### config.mk
export PLATFORM = sky130hd
export DESIGN_NAME = btn_in_multi
export DESIGN_NICKNAME = d
export VERILOG_FILES = /design/src/rtl/btn_pkg.sv /design/src/rtl/btn_ch.sv /design/src/rtl/btn_in_multi.sv
export SDC_FILE = /design/constraint.sdc
export NUM_CORES = 1
export LEC_CHECK = 0
export ABC_AREA = 1
export BUFFER_PORTS_ARGS = -buffer_cell sky130_fd_sc_hd__buf_2
export CAP_MARGIN = 20
export CORE_MARGIN = 2
export CORE_UTILIZATION = 40
export CTS_BUF_LIST = sky130_fd_sc_hd__clkbuf_4
export CTS_CLUSTER_SIZE = 20
export DETAILED_ROUTE_END_ITERATION = 10
export PLACE_DENSITY = 0.61
export SLEW_MARGIN = 10
export SYNTH_ARGS = -nofsm -noshare
export SYNTH_HDL_FRONTEND = slang
export SYNTH_SLANG_ARGS = --single-unit
### constraint.sdc
create_clock -name clk -period 5.65 [get_ports clk]
set_clock_uncertainty 0.05 [all_clocks]
set_input_delay 1.13 -clock clk [delete_from_list [all_inputs] [get_ports clk]]
set_output_delay 1.13 -clock clk [all_outputs]
set_load 0.02 [all_outputs]
### src/rtl/btn_pkg.sv
// Shared types and width helpers for the multi-channel button front end.
package btn_pkg;

    typedef enum logic [1:0] {
        IDLE,
        PRESSED,
        HELD
    } btn_state_e;

    function automatic int hold_width(int long_ticks, int repeat_ticks);
        return $clog2(((long_ticks > repeat_ticks) ? long_ticks : repeat_ticks) + 1);
    endfunction

    function automatic int presc_width(int cycle);
        return $clog2(cycle);
    endfunction

endpackage

### src/rtl/btn_ch.sv
// One button channel: 2-FF synchroniser, tick-sampled debounce, hold FSM
// producing registered press/release/long/repeat pulses.
//
//   state   | meaning
//   --------+----------------------------------------------------------
//   IDLE    | not pressed, waiting for a debounced press
//   PRESSED | pressed, counting ticks towards the long-press threshold
//   HELD    | long press reported, counting ticks between repeat pulses
module btn_ch
    import btn_pkg::*;
#(
    parameter int ACTIVE_LOW   = 1,
    parameter int STABLE_CNT   = 2,
    parameter int LONG_TICKS   = 40,
    parameter int REPEAT_TICKS = 8
) (
    input  logic clk,
    input  logic rst,
    input  logic tick,
    input  logic pin,
    output logic level,
    output logic press,
    output logic release_pulse,
    output logic long_press,
    output logic repeat_pulse
);

    localparam int   HW       = hold_width(LONG_TICKS, REPEAT_TICKS);
    localparam logic IDLE_PIN = (ACTIVE_LOW != 0);

    logic          sync1, sync2, s;
    logic [3:0]    st;
    logic          change, rise, fall;
    btn_state_e    state, state_nx;
    logic [HW-1:0] hold, hold_nx, hold_inc;
    logic          long_nx, rpt_nx;

    assign s      = (ACTIVE_LOW != 0) ? ~sync2 : sync2;
    assign change = tick && (s != level) && (st == 4'(STABLE_CNT - 1));
    assign rise   = change && s;
    assign fall   = change && !s;

    // Sync FFs reset to the idle pin value so the normalised input reads released.
    always_ff @(posedge clk or posedge rst) begin
        if (rst) begin
            sync1         <= IDLE_PIN;
            sync2         <= IDLE_PIN;
            st            <= '0;
            level         <= 1'b0;
            press         <= 1'b0;
            release_pulse <= 1'b0;
        end else begin
            sync1         <= pin;
            sync2         <= sync1;
            press         <= rise;
            release_pulse <= fall;
            if (tick) begin
                if (s == level) begin
                    st <= '0;
                end else if (change) begin
                    level <= s;
                    st    <= '0;
                end else begin
                    st <= st + 4'd1;
                end
            end
        end
    end

    always_ff @(posedge clk or posedge rst) begin
        if (rst) begin
            state        <= IDLE;
            hold         <= '0;
            long_press   <= 1'b0;
            repeat_pulse <= 1'b0;
        end else begin
            state        <= state_nx;
            hold         <= hold_nx;
            long_press   <= long_nx;
            repeat_pulse <= rpt_nx;
        end
    end

    // Release wins over long/repeat on the same tick.
    always_comb begin
        state_nx = state;
        hold_nx  = hold;
        long_nx  = 1'b0;
        rpt_nx   = 1'b0;
        hold_inc = (hold == '1) ? hold : hold + HW'(1);
        case (state)
            IDLE: begin
                if (rise) begin
                    state_nx = PRESSED;
                    hold_nx  = '0;
                end
            end
            PRESSED: begin
                if (fall) begin
                    state_nx = IDLE;
                    hold_nx  = '0;
                end else if (tick && level) begin
                    if (hold_inc == HW'(LONG_TICKS)) begin
                        long_nx  = 1'b1;
                        state_nx = HELD;
                        hold_nx  = '0;
                    end else begin
                        hold_nx = hold_inc;
                    end
                end
            end
            HELD: begin
                if (fall) begin
                    state_nx = IDLE;
                    hold_nx  = '0;
                end else if (tick) begin
                    if ((REPEAT_TICKS != 0) && (hold_inc == HW'(REPEAT_TICKS))) begin
                        rpt_nx  = 1'b1;
                        hold_nx = '0;
                    end else begin
                        hold_nx = hold_inc;
                    end
                end
            end
            default: begin
                state_nx = IDLE;
                hold_nx  = '0;
            end
        endcase
    end

endmodule

### src/rtl/btn_in_multi.sv
// N_CH debounced button inputs sharing one sample-tick prescaler.
module btn_in_multi
    import btn_pkg::*;
#(
    parameter int N_CH         = 3,
    parameter int CYCLE        = 1250000,
    parameter int ACTIVE_LOW   = 1,
    parameter int STABLE_CNT   = 2,
    parameter int LONG_TICKS   = 40,
    parameter int REPEAT_TICKS = 8
) (
    input  logic            clk,
    input  logic            rst,
    input  logic [N_CH-1:0] btn,
    output logic [N_CH-1:0] level,
    output logic [N_CH-1:0] press,
    output logic [N_CH-1:0] release_pulse,
    output logic [N_CH-1:0] long_press,
    output logic [N_CH-1:0] repeat_pulse
);

    localparam int PW = presc_width(CYCLE);

    logic [PW-1:0] cnt;
    logic          tick;

    assign tick = (cnt == PW'(CYCLE - 1));

    always_ff @(posedge clk or posedge rst) begin
        if (rst)       cnt <= '0;
        else if (tick) cnt <= '0;
        else           cnt <= cnt + PW'(1);
    end

    for (genvar i = 0; i < N_CH; i++) begin : g_ch
        btn_ch #(
            .ACTIVE_LOW  (ACTIVE_LOW),
            .STABLE_CNT  (STABLE_CNT),
            .LONG_TICKS  (LONG_TICKS),
            .REPEAT_TICKS(REPEAT_TICKS)
        ) u_ch (
            .clk          (clk),
            .rst          (rst),
            .tick         (tick),
            .pin          (btn[i]),
            .level        (level[i]),
            .press        (press[i]),
            .release_pulse(release_pulse[i]),
            .long_press   (long_press[i]),
            .repeat_pulse (repeat_pulse[i])
        );
    end

endmodule

After elaboration in Yosys (flattened, before gate mapping) --
Cells that the tools add are included.
Word-level totals: output and inout port bits 15, register bits after elaboration 78
Operators by class: bitwise logic cells 6, reductions and logical operators 27, equal/unequal tests 40, muxes and demuxes 76, add/subtract/negate cells 7
Operators by type and width (count):
- 2-to-1 mux 6 bit | 24
- one-hot mux 6 bit (3 select lines) | 3
- == test 6 bit (second input constant) | 6
- 2-to-1 mux 2 bit | 15
- 2-to-1 mux 1 bit | 24
- 2-to-1 mux 4 bit | 6
- adder 21 x 1 -> 21 bit (second input constant) | 1
- == test 21 bit (second input constant) | 1
- 2-to-1 mux 21 bit | 1
- != test 3 x 1 -> 1 bit (second input constant) | 7
- adder 6 x 1 -> 6 bit (second input constant) | 3
- == test 6 x 4 -> 1 bit (second input constant) | 3
- one-hot mux 2 bit (3 select lines) | 3
- AND reduction 3 bit | 6
- logical AND 1 bit | 15
- adder 4 x 1 -> 4 bit (second input constant) | 3
- == test 4 x 1 -> 1 bit (second input constant) | 3
- != test 2 x 1 -> 1 bit (second input constant) | 6
- AND reduction 4 bit | 3
- == test 2 x 1 -> 1 bit (second input constant) | 3
- == test 2 bit (second input constant) | 3
- zero test 2 bit | 3
- != test 3 x 2 -> 1 bit (second input constant) | 2
- NOT 1 bit | 6
- other kinds (2) | 6

Longest topological paths before layout --
word-level depth 7, mapped depth 14

Hierarchy --
Synthesis repeated with hierarchy kept, for this count alone.
Unflattened totals: cell total of the unflattened synthesis 536, area, all modules 4444.3 um^2
By module, submodules not included:
- btn_ch | sequential area each 478.0 um^2, area each 1086.0 um^2, cells each 129, times used 3
- btn_in_multi | sequential area each 525.5 um^2, area each 1186.1 um^2, cells each 149, times used 1

Worst setup path before layout --
OpenSTA, ideal clock, no wires.
kind register to register, start point register g_ch[2].u_ch.hold[0], end point register g_ch[2].u_ch.state[0], path slack 3.865 ns, data required time 5.477 ns, buffers on the path 0, clock period less this slack 1.785 ns, stages on the path, launching flop included 11, arrival 1.612 ns, cells stage by stage dfrtp_1 ha_1 or2_2 nand2_1 nand3_1 nor2_1 nand2_1 nand3_1 nand2_2 o21ai_0 nand2_1
On the way: word-level cells in the longest chain between the ends 5, elaborated cells between the ends (all ways) 6
Ends and longest elaborated chain:
- from (decl) | RTL line btn_ch.sv:35 | logic [HW-1:0] hold, hold_nx, hold_inc;
- from (signal assigned) | RTL line btn_ch.sv:78 | hold <= hold_nx;
- adder 6 x 1 -> 6 bit / == test 6 bit (equally long branches) | RTL line btn_ch.sv:90 | hold_inc = (hold == '1) ? hold : hold + HW'(1);
- 2-to-1 mux 6 bit * | RTL line btn_ch.sv:90
- == test 6 bit * | RTL line btn_ch.sv:103 | if (hold_inc == HW'(LONG_TICKS)) begin
- != test 3 x 1 -> 1 bit (no source line) *
- AND reduction 4 bit (no source line) *
- to (signal assigned) | RTL line btn_ch.sv:77 | state <= state_nx;
- to (decl) | RTL line btn_ch.sv:34 | btn_state_e state, state_nx;
Every way passes the cells marked *; elsewhere a longest branch is shown, timed or not. A chain may end at the register's enable or synchronous reset.

Worst setup path after layout --
start point register g_ch[0].u_ch.level, end point output level[0]
RTL lines:
- from (decl) | RTL line btn_ch.sv:21 | output logic level,
- from (signal assigned) | RTL line btn_ch.sv:61 | level <= s;
- to (decl) | RTL line btn_in_multi.sv:15 | output logic [N_CH-1:0] level,
No word-level cell between the ends.

==> flow_summary.toml <==
[outcome]
outcome = "complete, no violations"

[synthesis]
synth-seq-cells = 78
synth_area_leader_cell = "dfrtp_1"
yosysTopAreaCellShare_pct = 38.5
yosys.cell_types.count = 40
yosys_warnings = 0
mappedNetlistArea_mm2 = 0.00468
mappedNetlistNets = 639
synth_area_per_cell_um2 = 7.62
synth-seq-area-share_pct = 41.8
ys_top_cells_by_area = "dfrtp_1, nand2_1, inv_1"
netlist_instances = 615

[global_routing]
grt_pass1_vias = 3744
overflow_after_grt = 0
gr-usage-all-layers_pct = 15.9
grt_first_pass_wirelength_um = 16600
grt_antenna_before_repair = 0
grt_max_degree = 58

[layout]
finish.net_count = 651
antenna_cells = 0
utilization_pct = 43.3
filler_cell_count = 1189
total_non_filler_cell_area_in_the_finished_layout_mm2 = 0.00494
final-instance-count-excl-fill = 775
ff_latch_area_mm2 = 0.00196
layout-drive-gt1-share_pct = 13.3
area.growth.synth_to_final_pct = 5.48
multi_input_logic_area_mm2 = 0.00227
layout.cells.most_common = "nand2_1"
most_frequent_cells_in_the_layout = "nand2_1, inv_1, dfrtp_1"

[drt]
ant_nets = 0
avgViaCountPerCell = 4.83
routed_wl_um = 9200
dr_total_vias = 3742
detail_route.drc_violations = 0
drt_iter0_drc = 150
detail_route.wl_per_cell_um = 11.9
drt_first_pass_iters = 5

[sta]
fin_worst_hold_slack_ns = 0.313
setup_total_negative_slack_ns = 0
slew_headroom_pct = 53.4
unrepaired_setup_endpoints_after_global_routing = "no"
tightest_slew_ns = 0.699
achievable-frequency_ghz = 0.426
final_critical_path_setup_slack_ns = 3.30
setup_viol_count_final = 0
hold_viol = 0
period_utilization_pct = 41.6
min_period_ns = 2.35
final_slew_viol_count = 0

[pwr]
fin_total_pwr_uw = 872
power.density_cell_area_mw_per_mm2 = 176
vdd_drop_max_v = 0.0000715
power.leakage_nw = 2.50

[setup_path]
path_class = "reg -> out"
critical-path-max-stage-delay_ns = 0.52
critPathArrivalTime_ns = 1.17
worst-r2r-setup-slack_ns = 3.31
worst_ep_required_time_ns = 4.47
critical_path.max_fanout = 5
crit_buf_inv = 1
critical-path-top-delay-family = "flip-flops"
end_kind = "output pin"
worstRegToRegCells = 9
worstSetupStartpointType = "register"
slowest_stage = "dfrtp_1"
worst_r2r_startpoint = "cnt[10]"
path_cells = "buf_2"
cp.depth = 1
worst_setup_startpoint = "g_ch[0].u_ch.level"
worst_r2r_endpoint = "g_ch[0].u_ch.st[0]"

[place]
pre_cts_ws_ns = 3.27
placement.io_buffers = 19
postPlaceCellArea_mm2 = 0.00483
detailed_place_hpwl_um = 6910
place.gp.congestion = 0.861
placedCellCount = 759

[clocking]
cts.path.max_buffers = 2
cts-htree-levels = 3
clkLatencyLatePin_ns = 0.42
root_buffer = "clkbuf_4"
cts_num_sinks = 78
cts.reportedPaths.clkPinSlew_ns = 0.13
cts_tree = "yes"
ctsResizeCount = 0
post_cts.repair.setup_buffers = 0
tritoncts.num_buffers = 9
post_cts_hold_buffer_count = 0

[die]
placement_rows = 39
num_io_pins = 20
initial_core_util_pct = 41.0
die_w_um = 112
coreArea_mm2 = 0.0114
die_height_um = 112
design.die.area_mm2 = 0.0126

[run]
maxCapViolations = 0

[hold_path]
worst_hold_path_type = "reg -> reg"
min-delay-start = "g_ch[2].u_ch.sync1"
timing.hold.worst_path_depth = 0
min_to = "g_ch[2].u_ch.sync2"
==> power by group <==
group / total [mW] / internal [mW] / switching (mW)
Sequential: 0.564 / 0.562 / 0.00198
Combinational: 0.0143 / 0.00230 / 0.0120
Clock: 0.293 / 0.0938 / 0.200
Total: 0.872 / 0.658 / 0.214
==> cell usage after synthesis <==
| cell | number |
|---|---|
| nand2_1 | 186 |
| inv_1 | 81 |
| dfrtp_1 | 72 |
| nor2_1 | 56 |
| nand3_1 | 32 |
| o21ai_0 | 26 |
| ha_1 | 19 |
| a21oi_1 | 17 |
| buf_4 | 16 |
| nor3_1 | 10 |
| xor2_1 | 10 |
| nand2_2 | 9 |
| nand4_1 | 9 |
| nor2_2 | 9 |
| xnor2_1 | 8 |
| dfstp_2 | 6 |
| nand3_2 | 5 |
| nor4_1 | 5 |
| o21ai_1 | 4 |
| o21ai_2 | 4 |
| nand3b_1 | 3 |
| nand4_2 | 3 |
| nor2_4 | 3 |
| o22ai_1 | 3 |
| inv_2 | 2 |
| o21bai_1 | 2 |
| or2_2 | 2 |
| a21oi_2 | 1 |
| a22o_1 | 1 |
| a31oi_1 | 1 |
| and2_1 | 1 |
| buf_2 | 1 |
| buf_6 | 1 |
| clkbuf_1 | 1 |
| clkinv_2 | 1 |
| nand4_4 | 1 |
| nor2_8 | 1 |
| nor3b_1 | 1 |
| o211ai_1 | 1 |
| o21a_1 | 1 |
==> routing by layer <==
layer | up-vias | wire length (um) | track usage (%)
met1 | 1752 | 4480 | 20.6
met4 | 0 | 142 | 5.69
met2 | 22 | 4410 | 27.0
li1 | 1956 | - | -
met3 | 12 | 161 | 2.48
met5 | - | 0 | 0
==> final cells by class <==
class,count,share of cell area (%)
inverter,84,6.43
tap,143,3.62
clock inverter,6,0.785
timing repair buffer,20,2.08
sequential,78,39.7
multi-input combinational,434,45.9
clock buffer,10,1.52
==> state kept, by name (all words and copies together) (netlist names) <==
signal and count:
g_ch.u_ch.long_press 3, g_ch.u_ch.sync1 3, g_ch.u_ch.press 3, g_ch.u_ch.level 3
g_ch.u_ch.hold 18, g_ch.u_ch.state 6, g_ch.u_ch.repeat_pulse 3, g_ch.u_ch.st 12
g_ch.u_ch.release_pulse 3, cnt 21, g_ch.u_ch.sync2 3
==> logic make-up (layout without fill, tap and decap cells) <==
kind of cell,after synthesis,in the layout,share of synthesized area (%)
compound gates,61,61,7.32
xor+xnor,18,18,3.37
fa+ha+maj,19,19,5.07
buf+inv,103,120,9.75
flops,78,78,41.8
simple gates,336,336,32.7
==> how the worst max path moves through the flow <==
stage                               to
finish                        level[0]
floorplan                       cnt[0]
global placement    g_ch[0].u_ch.st[0]
detailed placement  g_ch[0].u_ch.st[0]
global route        g_ch[0].u_ch.st[0]
CTS                 g_ch[0].u_ch.st[0]
Power figures use the tool's default switching activity.
